### src/rtl/uart_tx_param.sv
// rtl/uart_tx_param.sv - parametrised FIFO-fed UART transmitter
//
// Purpose: queues parallel words through a valid/ready handshake and sends
// each one LSB-first as start bit, DATA_W data bits, optional parity bit and
// one or two stop bits. Bit timing comes from a clock-enable divisor; no
// derived clock is used.
//
// Ports:
//   clk, rst     system clock, asynchronous active-high reset
//   baud_div     clock cycles per bit minus 1 (sampled at frame start)
//   parity_type  00/11 none, 01 odd, 10 even (sampled at frame start)
//   stop2        1 = two stop bits (sampled at frame start)
//   data_in      word to queue, accepted when data_valid && data_ready
//   data_ready   FIFO not full
//   data_out     registered serial line, idle high
//   tx_active    high while a frame is on the line
//   tx_done      one-cycle pulse on the final cycle of each frame
//   fifo_count   words currently queued
module uart_tx_param #(
  parameter int DATA_W     = 8,
  parameter int FIFO_DEPTH = 4,
  parameter int DIV_W      = 16,
  localparam int CNT_W     = $clog2(FIFO_DEPTH + 1)
) (
  input  logic              clk,
  input  logic              rst,
  input  logic [DIV_W-1:0]  baud_div,
  input  logic [1:0]        parity_type,
  input  logic              stop2,
  input  logic [DATA_W-1:0] data_in,
  input  logic              data_valid,
  output logic              data_ready,
  output logic              data_out,
  output logic              tx_active,
  output logic              tx_done,
  output logic [CNT_W-1:0]  fifo_count
);

  localparam int AW = $clog2(FIFO_DEPTH);
  localparam int BW = $clog2(DATA_W);

  typedef enum logic [2:0] {IDLE, START, DATA, PARITY, STOP} state_t;

  state_t            state, state_n;
  logic [DATA_W-1:0] mem [FIFO_DEPTH];
  logic [AW-1:0]     wr_ptr, rd_ptr;
  logic [CNT_W-1:0]  count;
  logic              push, load, fifo_empty;

  // Per-frame copies of the word and configuration
  logic [DATA_W-1:0] word_q;
  logic [DIV_W-1:0]  div_q;
  logic [1:0]        par_q;
  logic              stop2_q;

  logic [DIV_W-1:0]  div_cnt, div_n;
  logic [BW-1:0]     bit_idx, bit_n;
  logic              stop_idx, stop_n;
  logic              bit_end, frame_end, par_en, par_bit, out_n;

  assign fifo_empty = (count == '0);
  assign data_ready = (count != CNT_W'(FIFO_DEPTH));
  assign push       = data_valid && data_ready;
  assign fifo_count = count;

  assign par_en    = (par_q == 2'b01) || (par_q == 2'b10);
  assign par_bit   = (^word_q) ^ (par_q == 2'b01);
  assign bit_end   = (div_cnt == '0);
  assign frame_end = (state == STOP) && bit_end && (stop_idx || !stop2_q);
  assign tx_done   = frame_end;
  assign tx_active = (state != IDLE);

  always_comb begin
    state_n = state;
    bit_n   = bit_idx;
    stop_n  = stop_idx;
    div_n   = bit_end ? div_cnt : div_cnt - DIV_W'(1);
    load    = 1'b0;
    case (state)
      IDLE: begin
        if (!fifo_empty) begin
          load    = 1'b1;
          state_n = START;
        end
      end
      START: begin
        if (bit_end) begin
          state_n = DATA;
          bit_n   = '0;
          div_n   = div_q;
        end
      end
      DATA: begin
        if (bit_end) begin
          div_n = div_q;
          if (bit_idx == BW'(DATA_W - 1)) begin
            state_n = par_en ? PARITY : STOP;
            stop_n  = 1'b0;
          end else begin
            bit_n = bit_idx + BW'(1);
          end
        end
      end
      PARITY: begin
        if (bit_end) begin
          state_n = STOP;
          stop_n  = 1'b0;
          div_n   = div_q;
        end
      end
      STOP: begin
        if (frame_end) begin
          // Chain straight into the next frame when a word is waiting
          if (!fifo_empty) begin
            load    = 1'b1;
            state_n = START;
          end else begin
            state_n = IDLE;
          end
        end else if (bit_end) begin
          stop_n = 1'b1;
          div_n  = div_q;
        end
      end
      default: state_n = IDLE;
    endcase
    // The start bit runs on the freshly sampled divisor, not the old frame's
    if (load) div_n = baud_div;
  end

  // Line value is decoded from the next state so data_out is a plain register
  always_comb begin
    out_n = 1'b1;
    case (state_n)
      START:   out_n = 1'b0;
      DATA:    out_n = word_q[bit_n];
      PARITY:  out_n = par_bit;
      default: out_n = 1'b1;
    endcase
  end

  always_ff @(posedge clk or posedge rst) begin
    if (rst) begin
      state    <= IDLE;
      div_cnt  <= '0;
      bit_idx  <= '0;
      stop_idx <= 1'b0;
      data_out <= 1'b1;
      word_q   <= '0;
      div_q    <= '0;
      par_q    <= 2'b00;
      stop2_q  <= 1'b0;
    end else begin
      state    <= state_n;
      div_cnt  <= div_n;
      bit_idx  <= bit_n;
      stop_idx <= stop_n;
      data_out <= out_n;
      if (load) begin
        word_q  <= mem[rd_ptr];
        div_q   <= baud_div;
        par_q   <= parity_type;
        stop2_q <= stop2;
      end
    end
  end

  always_ff @(posedge clk or posedge rst) begin
    if (rst) begin
      wr_ptr <= '0;
      rd_ptr <= '0;
      count  <= '0;
    end else begin
      if (push) wr_ptr <= wr_ptr + AW'(1);
      if (load) rd_ptr <= rd_ptr + AW'(1);
      case ({push, load})
        2'b10:   count <= count + CNT_W'(1);
        2'b01:   count <= count - CNT_W'(1);
        default: count <= count;
      endcase
    end
  end

  always_ff @(posedge clk) begin
    if (push) mem[wr_ptr] <= data_in;
  end

endmodule
### config.mk
export PLATFORM = sky130hd
export DESIGN_NAME = uart_tx_param
export DESIGN_NICKNAME = d
export VERILOG_FILES = /design/src/rtl/uart_tx_param.sv
export SDC_FILE = /design/constraint.sdc
export NUM_CORES = 1
export LEC_CHECK = 0
export ABC_CLOCK_PERIOD_IN_PS = 3900
export CORE_MARGIN = 2
export CORE_UTILIZATION = 40
export DETAILED_ROUTE_END_ITERATION = 8
export GPL_TIMING_DRIVEN = 0
export PLACE_DENSITY_LB_ADDON = 0.05
export SYNTH_ARGS = -nofsm -noshare
export SYNTH_HDL_FRONTEND = slang
export SYNTH_SLANG_ARGS = --single-unit
### constraint.sdc
create_clock -name clk -period 3.9 [get_ports clk]
set_input_delay 0.585 -clock clk [delete_from_list [all_inputs] [get_ports clk]]
set_output_delay 0.585 -clock clk [all_outputs]
set_load 0.01 [all_outputs]
* Yosys cells after proc, flatten, opt, wreduce, memory -nomap -nowiden *
Memory sizes are Yosys's and may differ from the RTL's. A register that Yosys moved wholly into a read port is not among the register bits.
Index checks and enable logic that the tools add are counted.

operators by class
  $add $sub $neg = 6
  magnitude comparators = 1
  equality and inequality tests = 18
  mux-type cells = 33
  bitwise operators = 1
  reductions and logical operators = 15

operators by type and width
  kind                                                 number
  2-to-1 mux 16 bit                                    4
  one-hot mux 16 bit (2 select lines)                  1
  2-to-1 mux 3 bit                                     10
  zero test 16 bit                                     1
  subtractor 16 x 1 -> 16 bit, second input constant   1
  one-hot mux 3 bit (5 select lines)                   1
  equality test 3 x 2 -> 1 bit, second input constant  4
  one-hot mux 3 bit (2 select lines)                   2
  2-to-1 mux 1 bit                                     11
  != test 2 bit, second input constant                 5
  XOR reduction 8 bit                                  1
  adder 3 x 1 -> 3 bit, second input constant          2
  equality test 3 x 1 -> 1 bit, second input constant  2
  equality test 3 bit, second input constant           2
  zero test 3 bit                                      2
  one-hot mux 1 bit (3 select lines)                   2
  AND reduction 6 bit                                  1
  nonzero test 3 bit                                   2
  adder 2 x 1 -> 2 bit, second input constant          2
  equality test 2 x 1 -> 1 bit, second input constant  2
  equality test 2 bit, second input constant           2
  < comparator 3 x 4 -> 1 bit, second input constant   1
  binary-select mux 1 bit (select 3 bit)               1
  logical AND 1 bit                                    3
  8 further kinds                                      9

word-level totals
  register bits after elaboration = 50
  bits in writable memories = 32
  input port bits = 30
  output and inout bits = 7
  memories = 1

memories
  name  words  bits a word  read ports  clocked after memory_dff  write ports  line  RTL
  mem   4      8            1           1                         1            45    logic [DATA_W-1:0] mem [FIFO_DEPTH];

* Longest topological paths before layout *
  depth in word-level cells = 8
  gate-level depth with buffers = 14
  depth with buffers taken out = 13

* Worst setup path before layout *
No wires, ideal clock.

  kind = flip-flop to flip-flop
  start point = reg div_cnt[0]
  end point = reg count[2], in the netlist fifo_count[2]
  setup time = 0.079 ns
  data arrival time = 3.034 ns
  required time = 3.821 ns
  setup slack = 0.787 ns
  cell stages (with the launch flop) = 15
  path buffers = 1
  period minus slack after synthesis = 3.113 ns
  cells stage by stage = dfrtp_1 inv_1 ha_1 nor4b_1 nand4_2 o21ai_0 o311ai_1 clkinv_1 buf_1 ha_1 inv_1 fa_1 xor2_1 nor2_1 xor2_1

on the way
  longest elaborated chain between the ends = 7

ends and longest elaborated chain
  item                                                                      line  RTL
  from (decl)                                                               56    logic [DIV_W-1:0] div_cnt, div_n;
  from (signal assigned)                                                    155   div_cnt <= div_n;
  zero test 16 bit *                                                        68    assign bit_end = (div_cnt == '0);
  logical AND 1 bit * (2 in a row)                                          69    assign frame_end = (state == STOP) && bit_end && (stop_idx || !stop2_q);
  2-to-1 mux 1 bit *                                                        112   if (frame_end) begin
  one-hot mux 1 bit (2 select lines) *                                      79    case (state)
  via load                                                                  48    logic push, load, fifo_empty;
  equality test 2 x 1 -> 1 bit or equality test 2 bit (tied branches)       176   case ({push, load})
  one-hot mux 3 bit (2 select lines) or nonzero test 2 bit (tied branches)  --
  to (signal assigned)                                                      177   2'b10: count <= count + CNT_W'(1);
  to (signal assigned)                                                      178   2'b01: count <= count - CNT_W'(1);
  to (signal assigned)                                                      179   default: count <= count;
  to (decl)                                                                 47    logic [CNT_W-1:0] count;

Mark *: on every way through the listed nets, which the timed path passes. The rest lies on a longest branch.
A chain may end at the register's enable or synchronous reset.

* Worst setup path in the final report *
  start point = reg div_cnt[0]
  end point = reg count[2], in the netlist fifo_count[2]

on the way
  longest elaborated chain between the ends = 7

ends and longest elaborated chain
  item                                                                      line
  zero test 16 bit *                                                        68
  logical AND 1 bit * (2 in a row)                                          69
  2-to-1 mux 1 bit *                                                        112
  one-hot mux 1 bit (2 select lines) *                                      79
  equality test 2 x 1 -> 1 bit or equality test 2 bit (tied branches)       176
  one-hot mux 3 bit (2 select lines) or nonzero test 2 bit (tied branches)  --

Mark *: on every way between the ends. The rest lies on a longest branch, timed or not.

==> qor.txt <==
status: finished clean
Largest delay share family, worst path: adder cells
Inst Count DP: 567
drt via density: 5.10
top cells by area, synth: dfrtp_1 34%, edfxtp_1 23%, nand2_1 8.2%, mux4_2 4.3%, xnor2_1 3.5%
Setup crit start kind: flop
Leak: 2.03 nW
sequential area share after synthesis: 0.570
Clk Latency, worst-skew pair: 0.37 ns
largest net degree at the start of global routing: 35
DR iter-0 viols: 228
Top Usage Layer GRT: met2
layout cell share with drive strength beyond 1: 0.0800
Syn Std Cell Area: 4240 sq um
Max stage delay cell, worst path: dfrtp_1
Area growth syn-to-layout: 18.2%
slew of the pin with the lowest slew margin: 0.830 ns
total routed wirelength: 9.14 mm
total grt overflow: 0
# Max-Cap Violations: 0
Initial Utilization: 0.410
drt first pass iters: 4
minimum clock period: 3.46 ns
cts bufs inserted: 9
area leader, netlist: dfrtp_1
vias in the first global route: 2879
ys async rst share: 0.644
IO Port Bufs: 36
Max Root-Sink Buffers: 2
# fillers: 960
Post-synth EDFFs: 32
Crit path depth: 13
DR WL/cell: 15.6 microns
GR Util met3: 0.0365
setup violators final: 0
final antenna-violating net count: 0
skew final: 0.0119 ns
Die W: 107 microns
first-pass GRT wire length: 15.0 mm
CTS tree: yes
Setup CP Type: flop to flop
final hold slack: 0.481 ns
Post-synth top flop: dfrtp_1
Die Ht: 107 microns
Buf/Inv on CP: 3
met1 usage: 0.246
Hold-fix buffers, CTS: 0
Slew Limit Fails: 0
Mapped Nets: 433
commonest non-fill, non-tap cell in the layout: nand2_1
# diodes: 0
Die Area: 11400 sq um
Final Core Density: 0.485
worst r2r path cells: 13
dpl hpwl: 6.47 mm
area of the multi-input gates: 1710 sq um
Row Count: 37
CP max stage delay: 0.44 ns
core area: 10300 sq um
Max transition margin: 0.438
placer congestion estimate: 0.822
r2r startpoint: div_cnt[0]
share of the synthesized area in the top cell type: 0.337
CTS Sinks: 90
final instance area: 5010 sq um
fin crit share: 0.887
Syn Inst Count: 394
Synth Register Bits: 90
crit path cell chain: inv_1, ha_1, nor4b_1, nand4_2, o21ai_0, o311ai_1, inv_2, ha_1, inv_1, fa_1, xor2_1, nor2_1, xor2_1
critical path capture point: fifo_count[2]
Min-Delay Path Class: flop to flop
fmax: 289 MHz
most frequent cells in the layout: 93 x nand2_1, 57 x dfrtp_1, 36 x clkdlybuf4s50_1, 32 x edfxtp_1, 26 x nor2_1
Vias: 2987
CP arrival: 3.75 ns
H-tree Lvls: 3
library cells used by synthesis: 50
worst setup path start: div_cnt[0]
grt met2 use: 0.258
Area after DPL: 4790 sq um
FF+latch area: 2410 sq um
Syn Area/Cell: 10.8 sq um
crit end category: flop
Final Hold Fails: 0
RSZ-0062 raised after global routing: false
initial antenna violation count: 0
CTS root buf: clkbuf_8
clock-pin slew on the worst setup and hold paths: 0.11 ns
DRC Markers: 0
Ports: 37
R2R Setup Slk: 0.44 ns
Yosys Warn Count: 0
required time of the critical path: 4.19 ns
reg-to-reg endpoint: fifo_count[2]
post-route insts no fill: 586
Final nets: 484
GRT Total Usage: 0.171
Power Density: 492 nW/um^2
worst vdd ir: 0.224 mV
Crit Path Max Fanout: 13
## how the worst min path moves through the flow
stage                          from        end  slack [ns]  depth (start not counted)
after floorplan           div_q[11]  div_q[11]        0.45                          2
after global placement     div_q[9]   div_q[9]        0.46                          2
after detailed placement   div_q[8]   div_q[8]        0.46                          2
after CTS                  div_q[9]   div_q[9]        0.49                          2
after global routing      div_q[12]  div_q[12]        0.51                          2
final                      div_q[9]   div_q[9]        0.48                          2
## sequential cells by signal, summed over array words and instances (netlist names), 3 cells and up
name / flops
state: 3
mem: 32
fifo_count: 3
div_q: 16
bit_idx: 3
div_cnt: 16
word_q: 8
## worst reg2reg max path: cells and delay by family (launching register included)
family | cells | cell delay [ns]
DFF | 1 | 0.44
and+or+nand+nor | 3 | 0.75
xor gates and xnor gates | 2 | 0.30
buffers and inverters | 3 | 0.41
adders and majority gates | 3 | 0.86
AOI/OAI and AO/OA | 2 | 0.60
## where the power goes
part | total [mW] | switching [mW] | internal, mW
combinational | 0.537 | 0.267 | 0.269
clock | 0.634 | 0.382 | 0.252
sequential | 1.29 | 0.133 | 1.16
total | 2.46 | 0.782 | 1.68
## layer usage
layer,wire (microns),part of all wire
met5,0,0
met4,133,0.015
met3,391,0.043
met2,4160,0.46
met1,4450,0.49
## Yosys cell counts (2+ instances only)
library cell,instances
nor4_1,4
nand4_1,3
a41oi_1,2
o41ai_1,2
xor2_1,9
nand3_1,9
nand2_1,93
nor3b_1,5
o31ai_1,2
inv_1,13
a31oi_1,6
xnor2_1,17
dfrtp_1,57
ha_1,8
nor2b_1,6
nor4bb_1,2
clkbuf_1,11
nor2_1,26
and3_1,6
buf_1,4
a21oi_1,24
edfxtp_1,32
or4_1,2
nor3_1,3
o21ai_0,16
mux4_2,8
## final cells by class
class | count | share of cell area
plain buffers | 15 | 0.0120
clock buffers | 9 | 0.0247
clock inverters | 7 | 0.0142
inverters | 14 | 0.0105
multi-input cells | 274 | 0.341
flip-flops and latches | 90 | 0.482
well taps | 136 | 0.0340
repair buffers | 41 | 0.0819
## cells by family (layout without fill, tap and decap cells)
group,Yosys count,count (layout),synth area share
multiplexers,9,9,0.0449
AO/OA/AOI/OAI,62,62,0.0895
buffers and inverters,30,86,0.0275
flip-flops,90,90,0.570
adder cells (fa/ha/maj),9,9,0.0284
XOR/XNOR,26,26,0.0538
AND/OR/NAND/NOR,168,168,0.186
## per-stage QoR
step / power (mW) / setup TNS [ns] / worst slack, ns
after global placement: 1.83 / 0 / 0.0199
after detailed placement: 1.85 / -0.0195 / -0.0195
final: 2.46 / 0 / 0.440
after floorplan: 1.66 / 0 / 0.787
after global routing: 2.62 / 0 / 0.0928
after CTS: 2.49 / 0 / 0.209
## what timing repair did
item | in CTS | in global routing
buffers inserted | 0 | 4
gates resized for setup | 0 | 1
pin swaps | 0 | 0
endpoints found under the setup margin | 1 | 1
(Power assumes the default switching activity.)
